## src/rtl/sprite_port_bank.sv

```systemverilog
// sprite_port_bank: double-buffered sprite attribute bank.
// Software fills the shadow bank and requests a commit. The shadow bank is
// copied into the active bank in one edge at the next frame_start, so the
// renderer never sees a half-updated frame.
// Optional feature: define SPRITE_BANK_ERRCNT_EN to count discarded
// out-of-range writes in err_count (saturating). Otherwise err_count reads 0.
//
// state   | meaning
// --------+-----------------------------------------------------------
// IDLE    | writes accepted; waiting for commit_req
// PENDING | commit requested; writes blocked; waiting for frame_start
// ACK     | swap done, commit_ack high; waiting for commit_req to drop
module sprite_port_bank #(
  parameter int NUM_SPRITES = 16,
  parameter int IDXW        = $clog2(NUM_SPRITES)
) (
  input  logic                       Clk,
  input  logic                       Reset,
  input  logic                       wr_valid,
  output logic                       wr_ready,
  input  logic [7:0]                 wr_index,
  input  logic [31:0]                wr_data,
  input  logic                       commit_req,
  output logic                       commit_ack,
  input  logic                       frame_start,
  output logic [NUM_SPRITES*10-1:0]  xCoord_flat,
  output logic [NUM_SPRITES*10-1:0]  yCoord_flat,
  output logic [NUM_SPRITES*3-1:0]   state_flat,
  output logic [NUM_SPRITES*3-1:0]   type_flat,
  output logic [15:0]                commit_count,
  output logic [7:0]                 err_count
);

  typedef enum logic [1:0] {IDLE, PENDING, ACK} state_t;

  localparam logic [7:0] NUM_SPRITES_W = 8'(NUM_SPRITES);

  state_t      state_q, state_d;
  logic        commit_ack_q, commit_ack_d;
  logic [15:0] commit_count_q, commit_count_d;
  logic [25:0] shadow_q [NUM_SPRITES];
  logic [25:0] shadow_d [NUM_SPRITES];
  logic [25:0] active_q [NUM_SPRITES];
  logic [25:0] active_d [NUM_SPRITES];

  logic            wr_accept;
  logic            wr_in_range;
  logic            swap;
  logic [IDXW-1:0] wr_slot;
  logic            unused_wr_bits;

  // wr_ready is gated by Reset so it reads 0 throughout reset and 1 as soon
  // as reset is released into IDLE, rather than one cycle later.
  assign wr_ready       = (state_q == IDLE) && !Reset;
  assign wr_accept      = wr_valid && wr_ready;
  assign wr_in_range    = wr_index < NUM_SPRITES_W;
  assign wr_slot        = wr_index[IDXW-1:0];
  assign unused_wr_bits = ^wr_data[31:26];
  assign commit_ack     = commit_ack_q;
  assign commit_count   = commit_count_q;

  // Commit handshake; a dropped request in PENDING cancels even if
  // frame_start arrives in the same cycle.
  always_comb begin
    state_d = state_q;
    swap    = 1'b0;
    case (state_q)
      IDLE:    if (commit_req) state_d = PENDING;
      PENDING: begin
        if (!commit_req) begin
          state_d = IDLE;
        end else if (frame_start) begin
          state_d = ACK;
          swap    = 1'b1;
        end
      end
      ACK:     if (!commit_req) state_d = IDLE;
      default: state_d = IDLE;
    endcase
    commit_ack_d   = (state_d == ACK);
    commit_count_d = commit_count_q + 16'(swap);
  end

  // Next bank contents: shadow takes software writes, active takes the swap.
  always_comb begin
    shadow_d = shadow_q;
    active_d = active_q;
    if (wr_accept && wr_in_range) shadow_d[wr_slot] = wr_data[25:0];
    if (swap) active_d = shadow_q;
  end

  // State, counters and both banks.
  always_ff @(posedge Clk) begin
    if (Reset) begin
      state_q        <= IDLE;
      commit_ack_q   <= 1'b0;
      commit_count_q <= 16'h0000;
      for (int i = 0; i < NUM_SPRITES; i++) begin
        shadow_q[i] <= '0;
        active_q[i] <= '0;
      end
    end else begin
      state_q        <= state_d;
      commit_ack_q   <= commit_ack_d;
      commit_count_q <= commit_count_d;
      shadow_q       <= shadow_d;
      active_q       <= active_d;
    end
  end

  // Unpack the active bank onto the flat per-channel buses.
  always_comb begin
    xCoord_flat = '0;
    yCoord_flat = '0;
    state_flat  = '0;
    type_flat   = '0;
    for (int i = 0; i < NUM_SPRITES; i++) begin
      xCoord_flat[i*10 +: 10] = active_q[i][9:0];
      yCoord_flat[i*10 +: 10] = active_q[i][19:10];
      state_flat[i*3 +: 3]    = active_q[i][22:20];
      type_flat[i*3 +: 3]     = active_q[i][25:23];
    end
  end

`ifdef SPRITE_BANK_ERRCNT_EN
  logic [7:0] err_count_q, err_count_d;

  // Count discarded out-of-range writes, holding at 0xFF.
  always_comb begin
    err_count_d = err_count_q;
    if (wr_accept && !wr_in_range && (err_count_q != 8'hFF))
      err_count_d = err_count_q + 8'd1;
  end

  // Error counter register.
  always_ff @(posedge Clk) begin
    if (Reset) err_count_q <= 8'h00;
    else       err_count_q <= err_count_d;
  end

  assign err_count = err_count_q;
`else
  assign err_count = 8'h00;
`endif

endmodule

```

## config.mk

```make
export PLATFORM = sky130hd
export DESIGN_NAME = sprite_port_bank
export DESIGN_NICKNAME = d
export VERILOG_FILES = /design/src/rtl/sprite_port_bank.sv
export SDC_FILE = /design/constraint.sdc
export NUM_CORES = 2
export LEC_CHECK = 0
export BUFFER_PORTS_ARGS = -buffer_cell sky130_fd_sc_hd__buf_2
export CORE_ASPECT_RATIO = 0.6
export CORE_UTILIZATION = 60
export CTS_BUF_LIST = sky130_fd_sc_hd__clkbuf_2 sky130_fd_sc_hd__clkbuf_4 sky130_fd_sc_hd__clkbuf_8
export DETAILED_ROUTE_END_ITERATION = 10
export HOLD_SLACK_MARGIN = 0.12
export PLACE_DENSITY_LB_ADDON = 0.12
export SETUP_SLACK_MARGIN = 0.4
export SLEW_MARGIN = 25
export SYNTH_ARGS = -nofsm -noshare
export SYNTH_HDL_FRONTEND = slang
export SYNTH_SLANG_ARGS = --single-unit
export TNS_END_PERCENT = 1
```

## constraint.sdc

```tcl
create_clock -name Clk -period 4.8 [get_ports Clk]
set_input_delay 0.24 -clock Clk [delete_from_list [all_inputs] [get_ports Clk]]
set_output_delay 0.24 -clock Clk [all_outputs]
set_load 0.005 [all_outputs]
```

==> summary.md <==
| Metric | Value |
|---|---|
| I/O pins | `487` |
| WL/cell | `19.31 um` |
| Max_cap viols | `0` |
| CP endpoint kind | `flop` |
| Sequential power share | `52.4%` |
| Fin Setup TNS | `0 ns` |
| Initial core utilization | `61.41%` |
| Final worst-path cycle share | `65.16%` |
| Commonest non-fill, non-tap cell in the layout | `dfxtp_1` |
| Yosys top cell area share | `57.40%` |
| Int Power | `10.48 mW` |
| Distinct cell type count after synthesis | `35` |
| TritonCTS clock tree | `yes` |
| Initial DRT Pass Iterations | `6` |
| First-pass GRT wire length | `130100 um` |
| Total net switching power | `2.995 mW` |
| Switching Fraction | `22.23%` |
| Worst-Skew Late Latency | `0.69 ns` |
| Critical-path top delay cell | `inv_8` |
| Nets | `3754` |
| Syn-to-layout area delta | `17.03%` |
| Yosys reg bits | `851` |
| Die area | `50390 um^2` |
| Sink Count | `851` |
| Cell area after synthesis | `29680 um^2` |
| CP startpoint kind | `flop` |
| Max rail drop VDD | `303.2 uV` |
| Layout Utilization | `71.87%` |
| CTS resizes | `0` |
| Vias per cell | `5.718` |
| Leading area contributor after synthesis | `dfxtp_1` |
| Clock share of power | `44.5%` |
| Vias in the first global route | `23340` |
| Cells after Synth | `3361` |
| Final setup violation count | `0` |
| Max Clock Freq | `0.3197 GHz` |
| Core Box Area | `48330 um^2` |
| Gate power share | `3.1%` |
| Synth top area cells | `dfxtp_1, nand2_1, nand3b_1` |
| Worst-path cell chain | `nand4b_1 > inv_8 > ha_1 > ha_1 > nand4_1 > nor4_1 > xnor2_1 > nor2_1` |
| CP max stage delay | `0.73 ns` |
| Vias | `25400` |
| Worst Path Arrival | `3.67 ns` |
| Cell mode on critical path | `ha_1` |
| Hold crit path type | `input port to flop` |
| CTS root buffer | `clkbuf_8` |
| Max Slew Vio Count | `0` |
| Avg Inst Size Synth | `8.831 um^2` |
| H-tree lvl count | `3` |
| Required time of the critical path | `5.34 ns` |
| Most frequent cells in the layout | `dfxtp_1, nand2_1, buf_2` |
| CTS buffer count | `113` |
| Power density over the cells | `387.9 nW/um^2` |
| Die Y | `174.3 um` |
| Setup Skew | `0.03413 ns` |
| Cell area after layout | `34730 um^2` |
| RSZ-0062 raised after global routing | `no` |
| FP Rows | `62` |
| Final worst path period need | `3.128 ns` |
| Pleak | `13.24 nW` |
| Largest net degree at the start of global routing | `299` |
| Sequential share of the synthesized area | `57.40%` |
| Residual DRC count | `0` |
| Tot Pwr | `13.47 mW` |
| Post-route ant nets | `0` |
| GRT Residual Overflow | `0` |
| Status | `finished, final reports clean` |
| Die W | `289.1 um` |
| WHS Path Cells | `4` |
| Worst reg-to-reg path cell count | `8` |
| Drt total wl | `85800 um` |
| Actual slew at the worst max-slew pin | `1.094 ns` |
| CTS max path bufs | `3` |
| Reg2Reg Setup Slack | `1.67 ns` |
| GPL Wtd Cong | `0.8147` |
| Hpwl dp | `49410 um` |
| Port Buffer Count | `472` |
| Final Hold Vio Count | `0` |
| Crit path kind | `flop to flop` |
| Share of cells above drive strength 1 | `19.49%` |
| Total GRT Usage | `33.03%` |
| Warnings, synthesis | `0` |
| Worst slew margin | `27.07%` |
| Reg clk slew, reported paths | `0.07 ns` |
| Critical path peak fanout | `152` |
| Initial antenna violation count | `5` |
| Placement Cell Area | `31930 um^2` |
| Detailed Route Iter0 Violations | `2603` |
[flip-flops by register name (all words and copies together) (netlist names)]
name	flops
state_flat	48
yCoord_flat	160
commit_ack	1
type_flat	48
shadow_q	416
xCoord_flat	160
commit_count	16
state_q	2
[power groups by stage]
stage          Clock, mW  Combinational [mW]  Sequential [mW]
5_1_grt             6.38               0.432             7.06
2_1_floorplan          0               0.245             7.22
4_1_cts             6.05               0.407             7.07
6_report            5.99               0.418             7.07
3_5_place_dp           0               0.395             7.22
3_3_place_gp           0               0.389             7.22
[stage by stage]
| stage | hold slack, ns | worst slack, ns | instances |
|---|---|---|---|
| final | 0.1631 | 1.672 | 4443 |
| after global routing | 0.1401 | 1.479 | 4443 |
| after CTS | 0.1209 | 1.695 | 4442 |
| after detailed placement | 0.4428 | 1.681 | 4214 |
| after global placement | 0.4378 | 1.816 | 4214 |
| after floorplan | 0.4183 | 2.459 | 3368 |
[kinds of logic (layout without fill, tap and decap cells)]
kind of cell	after synthesis	after routing	share of synthesized area, %
buffers and inverters	308	742	4.397
muxes	1	1	0.03794
AOI/OAI and AO/OA	836	836	14.11
DFF	851	851	57.40
xor gates and xnor gates	12	12	0.3541
other	1	9	0.01263
and+or+nand+nor	1349	1349	23.56
adders and majority gates	3	3	0.1265
[cell usage after synthesis (all sizes together)]
library cell / n
ha: 3
clkbuf: 210
nand3: 7
a21oi: 418
dfxtp: 851
nand2b: 28
nand4: 21
xor2: 4
nor3: 5
conb: 1
o21ai: 417
buf: 95
and2b: 1
xnor2: 8
nor4b: 1
nor2b: 5
nand3b: 416
nand2: 836
a31o: 1
mux2: 1
nor4: 4
and2: 2
nor2: 19
or3: 1
and3: 1
inv: 3
nand4b: 1
nor3b: 1
[path summary, 6_finish.rpt]
kind / start / end
max: state_q[1] / commit_count[12]
min reg2reg: shadow_q[148] / yCoord_flat[108]
max reg2reg: state_q[1] / commit_count[12]
min: wr_data[13] / shadow_q[143]
[layout make-up]
| cell class | count | area [um^2] |
|---|---|---|
| repair buffers | 528 | 2884 |
| multi-input cells | 2209 | 11370 |
| well taps | 640 | 800.8 |
| fillers | 3652 | 13590 |
| clock buffers | 189 | 2432 |
| clock inverters | 22 | 185.2 |
| flip-flops and latches | 851 | 17040 |
| inverters | 3 | 18.77 |
| diodes | 1 | 2.502 |
[critical path: cells and delay by family (launching register included)]
family / cells / cell delay, ns
xor+xnor: 1 / 0.17
fa+ha+maj: 2 / 0.62
buf+inv: 1 / 0.73
flops: 1 / 0.37
simple gates: 4 / 0.99
[layer usage]
layer  GRT usage [%]  vias to the layer above  share of wire [%]
met3           5.892                      251                7.4
met1           42.61                    12170                 40
met4           17.08                        0                5.3
met2           53.08                     1028                 47
li1                -                    11950                  -
met5               0                        -                  0
[what timing repair did]
action / 4_1_cts / 5_1_grt
setup buffers: 0 / 0
endpoints found under the hold margin: 125 / 0
hold buffers: 17 / 0
Note: power is estimated with default switching activity, not from simulation.
